### src/rtl/ascon_pack.sv
// -----------------------------------------------------------------------------
// ascon_pack
// Shared definitions for the ASCON substitution layer.
//   type_state     : 320-bit permutation state, five 64-bit words x0..x4
//   SBOX_TABLE     : forward 5-bit ASCON S-box, indexed by {x0,x1,x2,x3,x4}
//   SBOX_INV_TABLE : inverse S-box, present only when ASCON_PS_INV_EN is defined
// Configuration macro: ASCON_PS_INV_EN
// -----------------------------------------------------------------------------
package ascon_pack;

   localparam int unsigned NUM_WORDS = 5;
   localparam int unsigned WORD_W    = 64;

   typedef logic [63:0] type_state [0:4];

   localparam logic [4:0] SBOX_TABLE [0:31] = '{
      5'h04, 5'h0B, 5'h1F, 5'h14, 5'h1A, 5'h15, 5'h09, 5'h02,
      5'h1B, 5'h05, 5'h08, 5'h12, 5'h1D, 5'h03, 5'h06, 5'h1C,
      5'h1E, 5'h13, 5'h07, 5'h0E, 5'h00, 5'h0D, 5'h11, 5'h18,
      5'h10, 5'h0C, 5'h01, 5'h19, 5'h16, 5'h0A, 5'h0F, 5'h17
   };

`ifdef ASCON_PS_INV_EN
   // SBOX_INV_TABLE[SBOX_TABLE[i]] == i for every i
   localparam logic [4:0] SBOX_INV_TABLE [0:31] = '{
      5'h14, 5'h1A, 5'h07, 5'h0D, 5'h00, 5'h09, 5'h0E, 5'h12,
      5'h0A, 5'h06, 5'h1D, 5'h01, 5'h19, 5'h15, 5'h13, 5'h1E,
      5'h18, 5'h16, 5'h0B, 5'h11, 5'h03, 5'h05, 5'h1C, 5'h1F,
      5'h17, 5'h1B, 5'h04, 5'h08, 5'h0F, 5'h0C, 5'h10, 5'h02
   };
`endif

endpackage

### src/rtl/ascon_sbox5.sv
// -----------------------------------------------------------------------------
// ascon_sbox5
// Combinational 5-in/5-out ASCON S-box for a single bit-column.
//   col_in  : column index {x0[j],x1[j],x2[j],x3[j],x4[j]}, x0 is the MSB
//   inv     : 1 selects the inverse S-box (port exists only with ASCON_PS_INV_EN)
//   col_out : substituted column, bit 4 goes to x0, bit 0 to x4
// Configuration macro: ASCON_PS_INV_EN
// -----------------------------------------------------------------------------
module ascon_sbox5
   import ascon_pack::*;
(
   input  logic [4:0] col_in,
`ifdef ASCON_PS_INV_EN
   input  logic       inv,
`endif
   output logic [4:0] col_out
);

   // Table lookup of one column (forward, or inverse when built and selected)
   always_comb begin
      col_out = 5'h00;
`ifdef ASCON_PS_INV_EN
      if (inv) begin
         col_out = SBOX_INV_TABLE[col_in];
      end else begin
         col_out = SBOX_TABLE[col_in];
      end
`else
      col_out = SBOX_TABLE[col_in];
`endif
   end

endmodule

### src/rtl/ascon_sbox_layer.sv
// -----------------------------------------------------------------------------
// ascon_sbox_layer
// Registered ASCON substitution layer p_S: the 5-bit S-box is applied to each
// of the 64 bit-columns of the 320-bit state, result available one cycle later.
//   clock_i  : system clock, rising edge
//   reset_i  : asynchronous active-high reset, clears output and valid
//   valid_i  : Ps_in_i carries a state to substitute this cycle
//   Ps_in_i  : input state x0..x4
//   inv_i    : 1 = inverse S-box (port exists only with ASCON_PS_INV_EN)
//   Ps_out_o : substituted state, held while valid_i is low
//   valid_o  : Ps_out_o holds a fresh result
// Configuration macro: ASCON_PS_INV_EN
// -----------------------------------------------------------------------------
module ascon_sbox_layer
   import ascon_pack::*;
(
   input  logic      clock_i,
   input  logic      reset_i,
   input  logic      valid_i,
   input  type_state Ps_in_i,
`ifdef ASCON_PS_INV_EN
   input  logic      inv_i,
`endif
   output type_state Ps_out_o,
   output logic      valid_o
);

   logic [4:0][63:0] sub_s;
   logic [4:0][63:0] ps_out_r;
   logic             valid_r;

   // One S-box per column; columns are fully independent
   genvar j;
   generate
      for (j = 0; j < WORD_W; j++) begin : g_col
         logic [4:0] col_in_s;
         logic [4:0] col_out_s;

         assign col_in_s = {Ps_in_i[0][j], Ps_in_i[1][j], Ps_in_i[2][j],
                            Ps_in_i[3][j], Ps_in_i[4][j]};

         ascon_sbox5 u_sbox (
            .col_in  (col_in_s),
`ifdef ASCON_PS_INV_EN
            .inv     (inv_i),
`endif
            .col_out (col_out_s)
         );

         assign sub_s[0][j] = col_out_s[4];
         assign sub_s[1][j] = col_out_s[3];
         assign sub_s[2][j] = col_out_s[2];
         assign sub_s[3][j] = col_out_s[1];
         assign sub_s[4][j] = col_out_s[0];
      end
   endgenerate

   // Output state and valid registers; state holds when no new input arrives
   always_ff @(posedge clock_i or posedge reset_i) begin
      if (reset_i) begin
         ps_out_r <= {NUM_WORDS{64'h0}};
         valid_r  <= 1'b0;
      end else begin
         if (valid_i) begin
            ps_out_r <= sub_s;
         end else begin
            ps_out_r <= ps_out_r;
         end
         valid_r <= valid_i;
      end
   end

   // Present the packed register as the unpacked state type
   always_comb begin
      for (int w = 0; w < NUM_WORDS; w++) begin
         Ps_out_o[w] = ps_out_r[w];
      end
   end

   assign valid_o = valid_r;

endmodule

### config.mk
export PLATFORM = sky130hd
export DESIGN_NAME = ascon_sbox_layer
export DESIGN_NICKNAME = d
export VERILOG_FILES = /design/src/rtl/ascon_pack.sv /design/src/rtl/ascon_sbox5.sv /design/src/rtl/ascon_sbox_layer.sv
export SDC_FILE = /design/constraint.sdc
export NUM_CORES = 1
export LEC_CHECK = 0
export ABC_AREA = 1
export BUFFER_PORTS_ARGS = -buffer_cell sky130_fd_sc_hd__buf_2
export CAP_MARGIN = 20
export CORE_AREA = 3 3 248 250
export CTS_CLUSTER_DIAMETER = 200
export DETAILED_ROUTE_END_ITERATION = 10
export DIE_AREA = 0 0 251 253
export PLACE_DENSITY_LB_ADDON = 0.3
export SYNTH_ARGS = -nofsm -noshare
export SYNTH_HDL_FRONTEND = slang
export SYNTH_SLANG_ARGS = --single-unit
### constraint.sdc
create_clock -name clock_i -period 11.05 [get_ports clock_i]
set_input_delay 1.105 -clock clock_i [delete_from_list [all_inputs] [get_ports clock_i]]
set_output_delay 1.105 -clock clock_i [all_outputs]
set_load 0.01 [all_outputs]
==> results of run 1 <==
==> cell type report <==
cell class,instances,area [sq um],area share [%]
sequential,321,8030,27.1
tap,773,967,3.27
clock buffer,63,1230,4.15
timing repair buffer,650,3280,11.1
antenna,23,57.6,0.194
multi-input combinational,2482,14500,48.9
clock inverter,7,71.3,0.241
inverter,389,1480,5.00
==> flip-flops by register name, indices dropped and copies added (netlist names) <==
signal and cells:
Ps_out_o 320, valid_o 1
==> layer usage <==
| layer | wire length (microns) | vias up | GRT usage (%) |
|---|---|---|---|
| met5 | 114 | - | 0 |
| li1 | - | 11797 | - |
| met4 | 2510 | 18 | 8.16 |
| met3 | 5440 | 143 | 6.60 |
| met1 | 30300 | 10599 | 26.7 |
| met2 | 34600 | 610 | 37.7 |
==> synth_stat cells (10+ instances only) <==
master    number
clkbuf_1      13
dfrtp_1      321
xor2_1        98
nor2_1       153
o211ai_1     146
xnor2_1       18
buf_2         45
a21oi_1      183
buf_4         10
o21ai_0      250
inv_1        387
nand3_1      161
nand4_1       28
ha_1         364
nand2_1     1066
==> power groups by stage <==
stage,Clock (mW),Combinational (mW),Sequential [mW]
detailed placement,0,1.03,1.45
global placement,0,1.01,1.45
finish,1.31,1.03,1.43
CTS,1.35,1.03,1.43
global route,1.40,1.16,1.45
floorplan,0,0.517,1.52
==> per-stage QoR <==
step | power [mW] | std cells
floorplan | 2.03 | 3262
global placement | 2.47 | 4615
detailed placement | 2.48 | 4615
CTS | 3.81 | 4685
global route | 4.01 | 4700
finish | 3.77 | 4708
==> logic make-up (layout without fill, tap and decap cells) <==
logic type	Yosys count	in the layout	share of synthesized area, %
DFF	321	321	33.0
buffers and inverters	459	1109	7.53
xor gates and xnor gates	116	116	4.17
other	0	23	0
AOI/OAI and AO/OA	585	585	13.6
adders and majority gates	364	364	18.7
and+or+nand+nor	1417	1417	23.0
==> critical path: cells and delay by family <==
| kind | cells | cell delay [ns] |
|---|---|---|
| AND/OR/NAND/NOR | 1 | 0.13 |
| buffers and inverters | 4 | 2.03 |
| AO/OA/AOI/OAI | 2 | 0.16 |
==> placed cells by master, fill, tap and decap left out <==
cell	n
clkbuf_16	41
o21ai_0	250
inv_8	1
xor2_1	98
nor2_1	153
nor2_2	2
clkinv_2	3
bufinv_16	1
inv_12	1
nand3b_1	1
xnor2_1	18
nand2_1	1066
nor3_1	1
inv_2	1
buf_4	7
clkbuf_1	10
o211ai_1	146
o21a_1	5
diode_2	23
clkbuf_8	13
nand3_1	161
ha_1	364
inv_1	386
dfrtp_1	321
clkinv_4	1
a21oi_1	183
buf_2	642
o21ai_1	1
nand4_1	28
or2_2	5
inv_6	2
==> final timing paths <==
kind,end,cells after the start
min in group asynchronous,Ps_out_o[215],2
max reg2reg,Ps_out_o[145],2
min,Ps_out_o[241],2
min reg2reg,Ps_out_o[241],2
max,Ps_out_o[318],7
max in group asynchronous,Ps_out_o[204],4
==> impl_metrics.ini, run 1 <==
[route]
viasPerCell = 4.92
firstDrtPassIters = 5
drt_iter0_markers = 1534
num_vias = 23167
drt_wl_total_microns = 72900
drc = 0
antenna_left = 0
wire_per_inst_microns = 15.5

[yosys]
syn_area_sq_um = 24400
synth.top_cell.area_share_pct = 33.0
ys_ff_latch = 321
syn_inst = 3262
synth_area_leaders = dfrtp_1 33%, ha_1 19%, nand2_1 16%
ys_async_sr_fraction_pct = 100
ys_seq_area_share_pct = 33.0
syn_area_per_cell_sq_um = 7.47
synth_top_area_cell = dfrtp_1
synth_edf_count = 0
ys.flop_type = dfrtp_1
syn-num-nets = 3949
synth_cell_types = 24
yosys_warnings = 0

[floorplanning]
die_h_microns = 253
ios = 644
start_util_pct = 41.1
die_w_microns = 251
core_area_sq_um = 59200
row_count = 89
floorplan.die_area_sq_um = 63500

[layout]
fillerInstances = 5964
syn_to_final_growth_pct = 21.6
fin_util_pct = 50.0
nets = 4571
drive_above_1_share_pct = 18.4
fin_area_sq_um = 29600

[sta]
fin_skew_ns = 0
hold_slack_ns = 0.468
period_share_pct = 28.2
maxSlewHeadroom_pct = 34.3
setup-tns-final_ns = 0
final_max_slew_viol_count = 0
min_period_ns = 3.12
worst_slack_ns = 7.93
hold_viol = 0
setup_viol_count_final = 0
clock.fmax_mhz = 321
rsz0062_at_grt = no
worst_slew_pin_slew_ns = 0.986

[placement]
dp_slack_ns = 7.28
finalWeightedCongestion = 0.928
placed_area_sq_um = 28200
io_buffers = 643
hpwlAfterDp_microns = 56200

[critical_path]
crit_start = valid_i
critPathKind = in2reg
worstPathMaxFanout = 237
slowest_stage = buf_4
cp.arrival_ns = 3.60
reg2reg_slack_ns = 10.28
required_ns = 11.53
crit_path_end_kind = register
crit_chain = clkbuf_8, inv_12, buf_4, a21oi_1, nand3_1, o21ai_0, inv_1
startpoint_type = primary input
r2r_start = Ps_out_o[145]
slowest_delay_ns = 0.86

[grt]
grtUsageTotal_pct = 22.2
grt_pass1_wl_microns = 115000
grt_overflow = 0
antenna_found_initial = 32
grt_max_degree = 238
grt_pass1_vias = 21845

[pwr]
p_clk_share_pct = 34.7
power_frac_comb_pct = 27.2
vdd_drop_max_uv = 83.1
p_leak_nw = 16.9
seq_power_share_pct = 38.1
intPower_mw = 2.50
p_switching_mw = 1.26
powerDensity_nw_per_um2 = 127
p_sw_share_pct = 33.5

[clocking]
postCtsHoldBufs = 0
path_clk_slew_ns = 0.05
clkSinkCount = 321
numCtsBuffers = 40
cts_resized = 0
cts.htree.levels = 2
cts_root_buf = clkbuf_16
post_cts_buffers = 0
clk_latency_ns = 0.55
cts_buffer_depth = 3
cts_tree = built

[worst_hold_path]
hp-start = Ps_out_o[241]
hold_path_class = reg2reg

[run_status]
status = complete, no violations

[run]
cap_violations = 0
Power figures use the tool's default switching activity.
==> run 2, diff against run 1 <==
CORE_AREA = unset   (was 3 3 248 250)
CORE_ASPECT_RATIO = 0.5   (was unset)
CORE_MARGIN = 3   (was unset)
CORE_UTILIZATION = 49   (was unset)
DIE_AREA = unset   (was 0 0 251 253)
clock period = 2.6 ns   (was 11.05 ns; I/O delays follow)
==> run 2 against run 1 <==
  * Core utilization up 11 points
  * First-iteration DRC count down 8.2%
  * Cell count down 2.5%
  * Global-route usage up 4.4 points
  * Total power rose to 4.2 times the previous value
  * Count of clock-buffer cells in the layout down 13
  * Sequential cell count unchanged
  * Largest cell class unchanged
  * Worst setup slack worse by 6.7 ns
  * Highest routed layer unchanged
  * Clock power rose to 4.1 times the previous value
==> impl_metrics.ini, run 2 (synthesized netlist as in run 1, its figures left out) <==
[worst_hold_path]
hp-start = Ps_in_i[241]
hold-path-cell-count = 3
hold_path_class = in2reg
whs_endpoint = Ps_out_o[49]

[critical_path]
r2r_end = Ps_out_o[82]
reg2reg_slack_ns = 1.90
reg2reg_depth = 2
crit_chain = buf_2
required_ns = 2.34
startpoint_type = register
cp_num_buf_inv = 1
critPathKind = reg2out
crit_start = Ps_out_o[246]
crit_path_end_kind = output port
slowest_delay_ns = 0.43
worstPathMaxFanout = 2
cp.arrival_ns = 1.11
path_delay_family = flip-flops
r2r_start = Ps_out_o[82]
slowest_stage = dfrtp_1

[pwr]
intPower_mw = 10.4
power_frac_comb_pct = 27.9
powerDensity_nw_per_um2 = 535
p_leak_nw = 16.9
p_sw_share_pct = 34.0
p_switching_mw = 5.37
power_mw = 15.8
vdd_drop_max_uv = 415
seq_power_share_pct = 38.4
p_clk_share_pct = 33.7

[sta]
period_share_pct = 52.9
min_period_ns = 1.37
clock.fmax_mhz = 728
rsz0062_at_grt = no
hold_viol = 0
setup_viol_count_final = 0
maxSlewHeadroom_pct = 52.8
fin_skew_ns = 0
final_max_slew_viol_count = 0
setup-tns-final_ns = 0
hold_slack_ns = 0.0274
worst_slew_pin_slew_ns = 0.709
worst_slack_ns = 1.23

[grt]
grt_max_degree = 126
grt_overflow = 0
grt_pass1_vias = 22081
grtUsageTotal_pct = 26.6
antenna_found_initial = 28
grt_pass1_wl_microns = 114000

[run_status]
status = complete, no violations

[placement]
finalWeightedCongestion = 0.947
dp_cells = 4501
hpwlAfterDp_microns = 56100
placed_area_sq_um = 28300
dp_slack_ns = 0.776
io_buffers = 643

[route]
wire_per_inst_microns = 15.9
antenna_left = 0
viasPerCell = 5.14
firstDrtPassIters = 8
num_vias = 23623
drc = 0
drt_iter0_markers = 1408
drt_wl_total_microns = 72800

[clocking]
cts_buffer_depth = 3
cts.htree.levels = 2
cts_tree = built
numCtsBuffers = 36
path_clk_slew_ns = 0.06
cts_root_buf = clkbuf_16
clk_latency_ns = 0.51
clkSinkCount = 321

[floorplanning]
core_area_sq_um = 48800
floorplan.die_area_sq_um = 52600
start_util_pct = 49.9
row_count = 57
ios = 644
die_w_microns = 321
die_h_microns = 164

[layout]
syn_to_final_growth_pct = 21.3
fin_area_sq_um = 29600
multi_input_area_sq_um = 14500
stdcell_count = 4592
final_common_cell = nand2_1
final_cell_mix = 1,066 x nand2_1, 642 x buf_2, 386 x inv_1
ff_latch_area_sq_um = 8030
fin_util_pct = 60.6
largest_reg_flops = 320
fillerInstances = 4474
drive_above_1_share_pct = 18.5
nets = 4579

[run]
cap_violations = 0
[run 2: worst reg2reg max path: cells and delay by family, from the launching register on]
family	cells	cell delay, ns
compound gates	1	0.07
simple gates	1	0.09
flops	1	0.42
[run 2: how the worst max path moves through the flow]
stage,endpoint,slack [ns],depth (start not counted)
after floorplan,Ps_out_o[0],-1.94,1
after global placement,Ps_out_o[183],0.80,6
after global routing,Ps_out_o[213],1.18,1
final,Ps_out_o[246],1.23,1
after CTS,Ps_out_o[213],1.18,1
after detailed placement,Ps_out_o[298],0.78,5
[run 2: repair_timing]
item	4_1_cts	5_1_grt
hold endpoints to repair	11	0
setup buffers	0	0
hold buffers	2	0
gates resized for setup	0	0
[run 2: final cells by class]
class	instances	share of cell area, %
multi-input combinational	2482	49.0
sequential	321	27.2
timing repair buffer	662	11.8
inverter	389	5.00
clock buffer	50	3.57
tap	649	2.75
clock inverter	10	0.440
antenna	29	0.246
[run 2: power by group through the flow]
stage	Clock [mW]	Sequential, mW	Combinational, mW
4_1_cts	5.44	6.08	4.43
3_3_place_gp	0	6.15	4.30
6_report	5.33	6.08	4.41
5_1_grt	5.68	6.16	4.98
2_1_floorplan	0	6.45	2.20
3_5_place_dp	0	6.15	4.41
[run 2: metal layers]
metal  vias to the layer above  track usage, %  share of wire (%)  wire length, microns
met5                         -               0              0.012                     9
met3                       219            3.76                3.9                  2870
li1                      11819               -                  -                     -
met4                         2            15.5                5.7                  4150
met1                     10956            31.3                 40                 29200
met2                       627            46.8                 50                 36500
